**src/rtl/seg7_scan_driver_if.sv**
```systemverilog
// Display-side bundle for seg7_scan_driver: load/value/config inputs and the
// registered segment, anode and frame outputs.
interface seg7_scan_driver_if #(
    parameter int DIGITS = 4
) ();
    logic                  load;
    logic [4*DIGITS-1:0]   value_in;
    logic [DIGITS-1:0]     dp_in;
    logic                  lzb_en;
    logic [DIGITS-1:0]     blink_mask;
    logic [6:0]            seg_out;
    logic                  dp_out;
    logic [DIGITS-1:0]     an_out;
    logic                  frame_tick;

    modport master (
        output load, value_in, dp_in, lzb_en, blink_mask,
        input  seg_out, dp_out, an_out, frame_tick
    );

    modport slave (
        input  load, value_in, dp_in, lzb_en, blink_mask,
        output seg_out, dp_out, an_out, frame_tick
    );
endinterface

```
**src/rtl/seg7_scan_driver.sv**
```systemverilog
// Time-multiplexed common-anode 7-segment driver with leading-zero blanking,
// per-digit blink and decimal points. SEG7_HEX_EN enables A-F glyphs.
module seg7_scan_driver #(
    parameter int DIGITS       = 4,
    parameter int REFRESH_DIV  = 100000,
    parameter int BLINK_FRAMES = 64
) (
    input  logic               clk,
    input  logic               reset_n,
    seg7_scan_driver_if.slave  bus
);
    localparam int DIV_W = $clog2(REFRESH_DIV);
    localparam int IDX_W = $clog2(DIGITS);
    localparam int FRM_W = (BLINK_FRAMES > 1) ? $clog2(BLINK_FRAMES) : 1;

    logic [4*DIGITS-1:0] disp_reg_r;
    logic [DIGITS-1:0]   dp_reg_r;
    logic [DIV_W-1:0]    div_cnt_r;
    logic [IDX_W-1:0]    idx_r;
    logic [FRM_W-1:0]    frm_cnt_r;
    logic                blink_phase_r;
    logic [6:0]          seg_r;
    logic                dp_r;
    logic [DIGITS-1:0]   an_r;
    logic                frame_tick_r;

    logic                div_wrap_s;
    logic                idx_wrap_s;
    logic                frm_wrap_s;
    logic [3:0]          cur_nib_s;
    logic                cur_dp_s;
    logic                cur_blink_s;
    logic                cur_lz_s;
    logic                blank_s;
    logic [6:0]          seg_next_s;
    logic                dp_next_s;
    logic [DIGITS-1:0]   an_next_s;

    // Active-low glyph table; unsupported nibbles go dark.
    function automatic logic [6:0] seg_decode(input logic [3:0] nib);
        case (nib)
            4'h0: seg_decode = 7'h40;
            4'h1: seg_decode = 7'h79;
            4'h2: seg_decode = 7'h24;
            4'h3: seg_decode = 7'h30;
            4'h4: seg_decode = 7'h19;
            4'h5: seg_decode = 7'h12;
            4'h6: seg_decode = 7'h02;
            4'h7: seg_decode = 7'h78;
            4'h8: seg_decode = 7'h00;
            4'h9: seg_decode = 7'h10;
`ifdef SEG7_HEX_EN
            4'hA: seg_decode = 7'h08;
            4'hB: seg_decode = 7'h03;
            4'hC: seg_decode = 7'h46;
            4'hD: seg_decode = 7'h21;
            4'hE: seg_decode = 7'h06;
            4'hF: seg_decode = 7'h0E;
`else
            4'hA, 4'hB, 4'hC, 4'hD, 4'hE, 4'hF: seg_decode = 7'h7F;
`endif
            default: seg_decode = 7'h7F;
        endcase
    endfunction

    assign div_wrap_s = (div_cnt_r == DIV_W'(REFRESH_DIV - 1));
    assign idx_wrap_s = div_wrap_s && (idx_r == IDX_W'(DIGITS - 1));
    assign frm_wrap_s = idx_wrap_s && (frm_cnt_r == FRM_W'(BLINK_FRAMES - 1));

    // Select the scanned digit's fields; zero_run tracks "this nibble and all above are zero".
    always_comb begin : digit_sel
        logic zero_run;
        logic hit;
        zero_run    = 1'b1;
        hit         = 1'b0;
        cur_nib_s   = 4'h0;
        cur_dp_s    = 1'b0;
        cur_blink_s = 1'b0;
        cur_lz_s    = 1'b0;
        for (int i = DIGITS - 1; i >= 0; i--) begin
            zero_run    = zero_run & (disp_reg_r[4*i +: 4] == 4'h0);
            hit         = (idx_r == IDX_W'(i));
            cur_nib_s   = cur_nib_s | (disp_reg_r[4*i +: 4] & {4{hit}});
            cur_dp_s    = cur_dp_s | (dp_reg_r[i] & hit);
            cur_blink_s = cur_blink_s | (bus.blink_mask[i] & hit);
            cur_lz_s    = cur_lz_s | (zero_run & hit);
        end
    end

    // Blanking decision and next output values for the scanned digit.
    always_comb begin
        blank_s = 1'b0;
        if ((bus.lzb_en && (idx_r != {IDX_W{1'b0}}) && cur_lz_s) ||
            (cur_blink_s && blink_phase_r)) begin
            blank_s = 1'b1;
        end else begin
            blank_s = 1'b0;
        end
        seg_next_s = blank_s ? 7'h7F : seg_decode(cur_nib_s);
        dp_next_s  = blank_s ? 1'b1 : ~cur_dp_s;
        an_next_s  = ~({{(DIGITS-1){1'b0}}, 1'b1} << idx_r);
    end

    // Refresh divider, digit index, frame counter and blink phase.
    always_ff @(posedge clk or negedge reset_n) begin
        if (!reset_n) begin
            div_cnt_r     <= {DIV_W{1'b0}};
            idx_r         <= {IDX_W{1'b0}};
            frm_cnt_r     <= {FRM_W{1'b0}};
            blink_phase_r <= 1'b0;
        end else begin
            div_cnt_r <= div_wrap_s ? {DIV_W{1'b0}} : div_cnt_r + DIV_W'(1);
            if (div_wrap_s) begin
                idx_r <= idx_wrap_s ? {IDX_W{1'b0}} : idx_r + IDX_W'(1);
            end
            if (idx_wrap_s) begin
                frm_cnt_r <= frm_wrap_s ? {FRM_W{1'b0}} : frm_cnt_r + FRM_W'(1);
            end
            if (frm_wrap_s) begin
                blink_phase_r <= ~blink_phase_r;
            end
        end
    end

    // Display and decimal-point registers; a load may land mid-frame.
    always_ff @(posedge clk or negedge reset_n) begin
        if (!reset_n) begin
            disp_reg_r <= {(4*DIGITS){1'b0}};
            dp_reg_r   <= {DIGITS{1'b0}};
        end else if (bus.load) begin
            disp_reg_r <= bus.value_in;
            dp_reg_r   <= bus.dp_in;
        end
    end

    // Registered pin drivers, one cycle behind the scan state.
    always_ff @(posedge clk or negedge reset_n) begin
        if (!reset_n) begin
            seg_r        <= 7'h7F;
            dp_r         <= 1'b1;
            an_r         <= {DIGITS{1'b1}};
            frame_tick_r <= 1'b0;
        end else begin
            seg_r        <= seg_next_s;
            dp_r         <= dp_next_s;
            an_r         <= an_next_s;
            frame_tick_r <= idx_wrap_s;
        end
    end

    assign bus.seg_out    = seg_r;
    assign bus.dp_out     = dp_r;
    assign bus.an_out     = an_r;
    assign bus.frame_tick = frame_tick_r;
endmodule

```
**src/flat_wrapper.sv**
```systemverilog
// flat-port wrapper written by rule: the top's interface ports become plain ports
module seg7_scan_driver_flat 
#(
    parameter int DIGITS       = 4,
    parameter int REFRESH_DIV  = 100000,
    parameter int BLINK_FRAMES = 64
)
  (clk, reset_n, bus_load, bus_value_in, bus_dp_in, bus_lzb_en, bus_blink_mask, bus_seg_out, bus_dp_out, bus_an_out, bus_frame_tick);
  seg7_scan_driver_if #(.DIGITS(DIGITS)) bus_i ();
  input  logic clk;
  input  logic reset_n;
  input wire logic [$bits(bus_i.load)-1:0] bus_load;
  input wire logic [$bits(bus_i.value_in)-1:0] bus_value_in;
  input wire logic [$bits(bus_i.dp_in)-1:0] bus_dp_in;
  input wire logic [$bits(bus_i.lzb_en)-1:0] bus_lzb_en;
  input wire logic [$bits(bus_i.blink_mask)-1:0] bus_blink_mask;
  output wire logic [$bits(bus_i.seg_out)-1:0] bus_seg_out;
  output wire logic [$bits(bus_i.dp_out)-1:0] bus_dp_out;
  output wire logic [$bits(bus_i.an_out)-1:0] bus_an_out;
  output wire logic [$bits(bus_i.frame_tick)-1:0] bus_frame_tick;
  assign bus_i.load = bus_load;
  assign bus_i.value_in = bus_value_in;
  assign bus_i.dp_in = bus_dp_in;
  assign bus_i.lzb_en = bus_lzb_en;
  assign bus_i.blink_mask = bus_blink_mask;
  assign bus_seg_out = bus_i.seg_out;
  assign bus_dp_out = bus_i.dp_out;
  assign bus_an_out = bus_i.an_out;
  assign bus_frame_tick = bus_i.frame_tick;
  seg7_scan_driver #(.DIGITS(DIGITS), .REFRESH_DIV(REFRESH_DIV), .BLINK_FRAMES(BLINK_FRAMES)) u_core (.clk(clk), .reset_n(reset_n), .bus(bus_i));
endmodule
```
**config.mk**
```make
export PLATFORM = sky130hd
export DESIGN_NAME = seg7_scan_driver_flat
export DESIGN_NICKNAME = d
export VERILOG_FILES = /design/src/rtl/seg7_scan_driver_if.sv /design/src/rtl/seg7_scan_driver.sv /design/src/flat_wrapper.sv
export SDC_FILE = /design/constraint.sdc
export NUM_CORES = 1
export LEC_CHECK = 0
export ABC_AREA = 1
export CAP_MARGIN = 20
export CORE_ASPECT_RATIO = 1.1
export CORE_MARGIN = 1
export CORE_UTILIZATION = 55
export CTS_BUF_LIST = sky130_fd_sc_hd__clkbuf_8 sky130_fd_sc_hd__clkbuf_16
export CTS_CLUSTER_SIZE = 30
export DETAILED_ROUTE_END_ITERATION = 16
export PLACE_DENSITY_LB_ADDON = 0.05
export SETUP_SLACK_MARGIN = 0.15
export SYNTH_ARGS = -nofsm -noshare
export SYNTH_HDL_FRONTEND = slang
export SYNTH_SLANG_ARGS = --single-unit
export TNS_END_PERCENT = 30
```
**constraint.sdc**
```tcl
create_clock -name clk -period 2.15 [get_ports clk]
set_input_delay 0.5375 -clock clk [delete_from_list [all_inputs] [get_ports clk]]
set_output_delay 0.5375 -clock clk [all_outputs]
set_load 0.005 [all_outputs]
```
==> flow_metrics.py, run 1 <==
metrics = {
    "run_status": {
        "outcome": "finished clean",
    },
    "worst_setup_path": {
        "worstPathRequired_ns": 1.61,
        "cp_data_arrival_time_ns": 1.34,
        "critical_path_buf_inv_count": 1,
        "critical_path.startpoint": "u_core.bus.an_out[0]",
        "regToRegStartpoint": "u_core.idx_r[1]",
        "critPathMaxFanout": 1,
        "slowest_stage_delay_on_critical_path_ns": 0.52,
        "timing_worst_setup_path_type": "flip-flop to output port",
        "critical_path_s_slowest_cell": "sky130_fd_sc_hd__dfstp_2",
        "critical_path.endpoint_type": "output port",
        "critical_path.cell_chain": "clkdlybuf4s50_1",
        "critPathTopFamily": "flip-flops",
        "critical_path.startpoint_type": "flip-flop",
    },
    "global_routing": {
        "first_global_vias": 2395,
        "gr-usage-met2_pct": 42.59,
        "gr-total-overflow": 0,
        "globalRoute.busiestLayer": "met2",
        "grt_pass1_wl_mm": 10.60,
        "globalRouteTotalUtil_pct": 24.28,
        "number_of_antenna_violations_at_the_first_check_in_global_routing": 0,
        "grt_use_met3_pct": 4.893,
        "grt_start_max_net_pins": 60,
        "met1_usage_pct": 29.43,
    },
    "layout": {
        "final_util_pct": 70.66,
        "syn_to_final_growth_pct": 24.21,
        "final_net_count": 464,
        "most-common-layout-cells": "sky130_fd_sc_hd__nand2_1 (112), sky130_fd_sc_hd__inv_1 (54), sky130_fd_sc_hd__dfrtp_1 (47), sky130_fd_sc_hd__nor2_1 (43), sky130_fd_sc_hd__clkdlybuf4s50_1 (39)",
        "cell_area_after_layout_sq_um": 3787,
        "drive_above_1_share_pct": 13.89,
        "antenna_cells": 0,
        "most_common_cell_after_layout_fill_and_taps_aside": "sky130_fd_sc_hd__nand2_1",
    },
    "yosys": {
        "synthDominantAreaCellType": "sky130_fd_sc_hd__dfrtp_1",
        "syn_inst": 375,
        "synth_area_leaders": "sky130_fd_sc_hd__dfrtp_1 (39%), sky130_fd_sc_hd__nand2_1 (14%), sky130_fd_sc_hd__dfstp_2 (10%)",
        "ys_ff_latch": 59,
        "mappedNetlistNets": 412,
        "post_synth_instance_area_sq_um": 3049,
        "synth_seq_area_share_pct": 48.91,
        "post_synthesis_cell_type_count": 29,
        "synthesis.yosys.warnings": 0,
        "avgSynthCellArea_sq_um": 8.131,
        "netlist.area_leader.share_pct": 38.57,
    },
    "drt": {
        "vias_per_cell": 4.974,
        "route.detailed.wl_per_inst_um": 12.35,
        "route.vias.total": 2522,
        "drt_iter0_markers": 133,
        "detail_route.drc_violations": 0,
        "detail_route_antenna_nets": 0,
        "dr.pass1.iters": 4,
        "totalWireLength_mm": 6.260,
    },
    "timing": {
        "setup_repair_after_global_routing_missed_its_margin": "yes",
        "final-max-slew-violation-count": 0,
        "worstMarginPinSlew_ns": 0.3494,
        "period_share_pct": 87.55,
        "final.setup.tns_ns": 0,
        "slew_headroom_pct": 76.53,
        "maxClockFrequency_mhz": 531.2,
        "hold_viol": 0,
        "final_period_minus_worst_setup_slack_ns": 1.882,
        "fin_worst_skew_ns": 0.008463,
        "report.final.setup_viol": 0,
        "final_worst_setup_slack_ns": 0.2676,
    },
    "die": {
        "die_width_um": 72.99,
        "die_height_um": 80.09,
        "floorplan.io_pins": 41,
        "placement_rows": 28,
        "core_region_area_sq_um": 5360,
        "initial_core_util_pct": 56.89,
        "floorplan.die_area_sq_um": 5846,
    },
    "power_and_ir_drop": {
        "max_vdd_drop_mv": 0.5925,
        "leakagePower_nw": 1.859,
        "final_power_w": 0.002557,
        "cellPowerDensity_nw_per_um2": 675.2,
    },
    "clock_tree": {
        "cts.sink_count": 59,
        "cts_made_buffers": 9,
        "worst_skew_pair.late_latency_ns": 0.34,
        "cts.clk_slew.worst_paths_ns": 0.07,
        "cts.root.buffer_cell": "sky130_fd_sc_hd__clkbuf_8",
        "cts_htree_levels": 3,
        "clock_tree_from_tritoncts": "yes",
        "ctsLongestPathBuffers": 2,
        "cts_hold_buffers": 0,
    },
    "placed_design": {
        "io_buffers": 40,
        "placement_stage_cell_area_sq_um": 3563,
        "place_ws_ns": 0.2970,
        "hpwl_mm": 4.599,
        "place.gp.congestion": 0.8370,
    },
    "job": {
        "max_cap_viols": 0,
    },
    "worst_hold_path": {
        "hold_path_class": "input port to async pin",
    },
}
power by group:
group	switching, W	internal (W)	total (W)
Sequential	0.0000318	0.00119	0.00122
Combinational	0.000120	0.000146	0.000266
Clock	0.000418	0.000654	0.00107
stage by stage:
step           hold WS, ns  cells
2_1_floorplan       0.2419    375
3_3_place_gp        0.4514    491
3_5_place_dp        0.4513    491
4_1_cts             0.1987    507
5_1_grt             0.2100    507
6_report            0.1861    507
cell families (layout without fill, tap and decap cells):
kind of cell / after synthesis / count (layout) / synth area share, %
AOI/OAI and AO/OA: 29 / 29 / 4.965
DFF: 59 / 59 / 48.91
xor gates and xnor gates: 7 / 7 / 2.011
and+or+nand+nor: 201 / 201 / 28.40
adders and majority gates: 9 / 9 / 3.693
muxes: 12 / 12 / 4.432
buffers and inverters: 58 / 115 / 7.591
synth_stat cells:
master	instances
sky130_fd_sc_hd__nand3b_1	1
sky130_fd_sc_hd__inv_1	52
sky130_fd_sc_hd__nand2_2	3
sky130_fd_sc_hd__nor3b_1	2
sky130_fd_sc_hd__nor2_1	43
sky130_fd_sc_hd__nand3_1	15
sky130_fd_sc_hd__a21oi_2	1
sky130_fd_sc_hd__buf_2	2
sky130_fd_sc_hd__dfstp_2	12
sky130_fd_sc_hd__nand4_2	1
sky130_fd_sc_hd__nor2_4	2
sky130_fd_sc_hd__nand2_1	112
sky130_fd_sc_hd__a31oi_1	1
sky130_fd_sc_hd__o21ai_0	19
sky130_fd_sc_hd__o22ai_1	1
sky130_fd_sc_hd__inv_2	1
sky130_fd_sc_hd__ha_1	9
sky130_fd_sc_hd__xor2_1	7
sky130_fd_sc_hd__a21oi_1	6
sky130_fd_sc_hd__nor2_2	3
sky130_fd_sc_hd__clkbuf_1	1
sky130_fd_sc_hd__nor3_1	7
sky130_fd_sc_hd__buf_6	1
sky130_fd_sc_hd__nand4_1	11
sky130_fd_sc_hd__dfrtp_1	47
sky130_fd_sc_hd__o21ai_1	1
sky130_fd_sc_hd__mux2_2	12
sky130_fd_sc_hd__nor3_2	1
sky130_fd_sc_hd__buf_4	1
area by class of cell:
cell class | instances | area, sq um
repair buffers | 46 | 452.9
flip-flops and latches | 59 | 1491
clock inverters | 3 | 37.54
inverters | 53 | 198.9
well taps | 75 | 93.84
fillers | 436 | 1573
multi-input cells | 258 | 1334
clock buffers | 13 | 178.9
worst paths after layout:
check	end	slack, ns	cells past startpoint
max	bus_an_out[0]	0.27	1
min	u_core.div_cnt_r[13]	0.19	2
min reg2reg	u_core.div_cnt_r[0]	0.46	1
max in group asynchronous	u_core.bus.dp_out	1.65	2
max reg2reg	u_core.bus.seg_out[3]	0.33	12
min in group clk	u_core.div_cnt_r[0]	0.46	1
state kept, by name (all words and copies together), names as in the netlist:
| signal | flops |
|---|---|
| u_core.dp_reg_r | 4 |
| u_core.bus.frame_tick | 1 |
| u_core.idx_r | 2 |
| u_core.disp_reg_r | 16 |
| u_core.bus.dp_out | 1 |
| u_core.div_cnt_r | 17 |
| u_core.bus.an_out | 4 |
| u_core.bus.seg_out | 7 |
| u_core.frm_cnt_r | 6 |
| u_core.blink_phase_r | 1 |
metal layers:
metal  vias up  share of wire, %
met5         -                 0
met4         0               1.1
met3         7               3.0
met2        36                53
met1      1197                43
li1       1282                 -
what timing repair did:
| action | 4_1_cts | 5_1_grt |
|---|---|---|
| buffers inserted | 0 | 0 |
| setup endpoints to repair | 0 | 6 |
| gates resized for setup | 0 | 4 |
No activity file was read; power rests on OpenSTA's default activity.
==> inputs of run 2 (changes only) <==
--- a/config.mk
+++ b/config.mk
@@ -9,7 +9,7 @@
 export CAP_MARGIN = 20
 export CORE_ASPECT_RATIO = 1.1
 export CORE_MARGIN = 1
-export CORE_UTILIZATION = 55
+export CORE_UTILIZATION = 59
 export CTS_BUF_LIST = sky130_fd_sc_hd__clkbuf_8 sky130_fd_sc_hd__clkbuf_16
 export CTS_CLUSTER_SIZE = 30
 export DETAILED_ROUTE_END_ITERATION = 16
==> constraint.sdc (replaced) <==
create_clock -name clk -period 2.4 [get_ports clk]
set_input_delay 0.6 -clock clk [delete_from_list [all_inputs] [get_ports clk]]
set_output_delay 0.6 -clock clk [all_outputs]
set_load 0.005 [all_outputs]
==> flow_metrics.py, run 2 (same netlist as run 1, synthesis figures left out) <==
metrics = {
    "placed_design": {
        "io_buffers": 40,
        "place.gp.congestion": 0.8758,
        "hpwl_mm": 4.584,
    },
    "power_and_ir_drop": {
        "portion_of_total_power_attributed_to_combinational_logic_pct": 11.2,
        "cellPowerDensity_nw_per_um2": 566.8,
        "leakagePower_nw": 1.828,
        "seq_power_share_pct": 52.4,
        "power.internal_w": 0.001577,
        "final_power_w": 0.002088,
        "p_switching_w": 0.0005108,
        "power.share.switching_pct": 24.47,
        "clockPowerShare_pct": 36.4,
        "max_vdd_drop_mv": 0.4910,
    },
    "timing": {
        "final.setup.tns_ns": 0,
        "slew_headroom_pct": 74.28,
        "fin_worst_skew_ns": 0.007168,
        "hold_viol": 0,
        "worstMarginPinSlew_ns": 0.3849,
        "final_period_minus_worst_setup_slack_ns": 2.028,
        "period_share_pct": 84.50,
        "maxClockFrequency_mhz": 493.1,
        "report.final.setup_viol": 0,
        "final-max-slew-violation-count": 0,
        "setup_repair_after_global_routing_missed_its_margin": "no",
    },
    "die": {
        "floorplan.die_area_sq_um": 5460,
        "die_height_um": 77.40,
        "initial_core_util_pct": 60.99,
        "core_region_area_sq_um": 5000,
        "floorplan.io_pins": 41,
        "placement_rows": 27,
        "die_width_um": 70.55,
    },
    "clock_tree": {
        "ctsLongestPathBuffers": 2,
        "cts.root.buffer_cell": "sky130_fd_sc_hd__clkbuf_8",
        "cts_made_buffers": 9,
        "cts_hold_buffers": 0,
        "cts.sink_count": 59,
        "worst_skew_pair.late_latency_ns": 0.34,
        "number_of_post_cts_setup_repair_buffers": 0,
        "cts_resized": 0,
        "clock_tree_from_tritoncts": "yes",
        "cts.clk_slew.worst_paths_ns": 0.06,
        "cts_htree_levels": 3,
    },
    "drt": {
        "highest_layer": "met4",
        "totalWireLength_mm": 6.226,
        "route.vias.total": 2549,
        "vias_per_cell": 5.234,
        "met2_length_mm": 3.225,
        "detail_route.drc_violations": 0,
        "drt_iter0_markers": 176,
        "m1WireLength_mm": 2.565,
        "met3_wirelength_from_detailed_routing_um": 278,
        "detail_route_antenna_nets": 0,
        "route.detailed.wl_per_inst_um": 12.78,
        "dr.pass1.iters": 4,
    },
    "layout": {
        "largest-register": "u_core.div_cnt_r",
        "largest_register_ff_count": 17,
        "most-common-layout-cells": "sky130_fd_sc_hd__nand2_1 (112), sky130_fd_sc_hd__inv_1 (55), sky130_fd_sc_hd__dfrtp_1 (47), sky130_fd_sc_hd__nor2_1 (43), sky130_fd_sc_hd__clkdlybuf4s50_1 (39)",
        "syn_to_final_growth_pct": 20.80,
        "most_common_cell_after_layout_fill_and_taps_aside": "sky130_fd_sc_hd__nand2_1",
        "drive_above_1_share_pct": 12.35,
        "fillerInstances": 384,
        "final_net_count": 461,
        "antenna_cells": 0,
    },
    "job": {
        "max_cap_viols": 0,
    },
    "global_routing": {
        "globalRouteTotalUtil_pct": 25.86,
        "gr-total-overflow": 0,
        "grt_start_max_net_pins": 60,
        "first_global_vias": 2581,
        "number_of_antenna_violations_at_the_first_check_in_global_routing": 0,
        "grt_pass1_wl_mm": 10.88,
    },
    "worst_setup_path": {
        "critical_path.startpoint_type": "flip-flop",
        "critPathMaxFanout": 6,
        "rrSetupSlack_ns": 0.37,
        "critical_path.endpoint_type": "flip-flop",
        "timing_worst_setup_path_type": "flip-flop to flip-flop",
        "cp_data_arrival_time_ns": 2.29,
        "worstPathRequired_ns": 2.66,
    },
    "worst_hold_path": {
        "hold_path_class": "input port to async pin",
    },
    "run_status": {
        "outcome": "finished clean",
    },
}
==> run 2: power groups by stage <==
stage	Sequential (W)	Clock, W	Combinational, W
5_1_grt	0.00110	0.000810	0.000267
3_5_place_dp	0.00111	0	0.000235
2_1_floorplan	0.00110	0	0.000102
3_3_place_gp	0.00111	0	0.000228
6_report	0.00109	0.000760	0.000234
4_1_cts	0.00109	0.000771	0.000236
==> run 2: worst max-delay path, stage by stage (launching register included) <==
cell and delay, ns:
sky130_fd_sc_hd__dfrtp_1 0.39, sky130_fd_sc_hd__inv_1 0.09, sky130_fd_sc_hd__ha_1 0.27, sky130_fd_sc_hd__nand2_1 0.09, sky130_fd_sc_hd__nand2_1 0.04, sky130_fd_sc_hd__nor2_1 0.29
sky130_fd_sc_hd__inv_1 0.16, sky130_fd_sc_hd__ha_1 0.31, sky130_fd_sc_hd__nand2_1 0.07, sky130_fd_sc_hd__nand2_1 0.06, sky130_fd_sc_hd__a21oi_1 0.12, sky130_fd_sc_hd__nand2_1 0.06
==> run 2: area by class of cell <==
class                   count  area [sq um]  share of cell area (%)
clock buffers              10         137.6                   3.736
clock inverters             6         26.28                  0.7133
inverters                  53         198.9                   5.401
multi-input cells         258          1326                   36.01
flip-flops and latches     59          1491                   40.49
well taps                  58         72.57                   1.970
repair buffers             43         430.4                   11.68
==> run 2: metrics by stage <==
stage	instances	utilization, %	area (sq um)	setup slack [ns]	hold WS [ns]
floorplan	375	-	3049	0.6480	0.3044
global placement	471	70.40	3520	0.5339	0.4542
detailed placement	471	70.40	3520	0.4128	0.4585
CTS	487	73.67	3684	0.3836	0.2652
global route	487	73.67	3684	0.2361	0.2761
finish	487	73.67	3684	0.3720	0.2346
==> run 2: path summary, 6_finish.rpt <==
check,start,cells past startpoint,to
min,reset_n,2,u_core.div_cnt_r[10]
max,u_core.idx_r[0],11,u_core.bus.seg_out[3]
max in group asynchronous,reset_n,2,u_core.bus.an_out[3]
min in group clk,u_core.div_cnt_r[0],1,u_core.div_cnt_r[0]
min reg2reg,u_core.div_cnt_r[0],1,u_core.div_cnt_r[0]
max reg2reg,u_core.idx_r[0],11,u_core.bus.seg_out[3]
==> run 2: layer usage <==
layer,global-route usage [%],up-vias
met1,28.74,1177
li1,-,1280
met4,15.00,0
met5,0,-
met2,44.85,76
met3,6.494,16
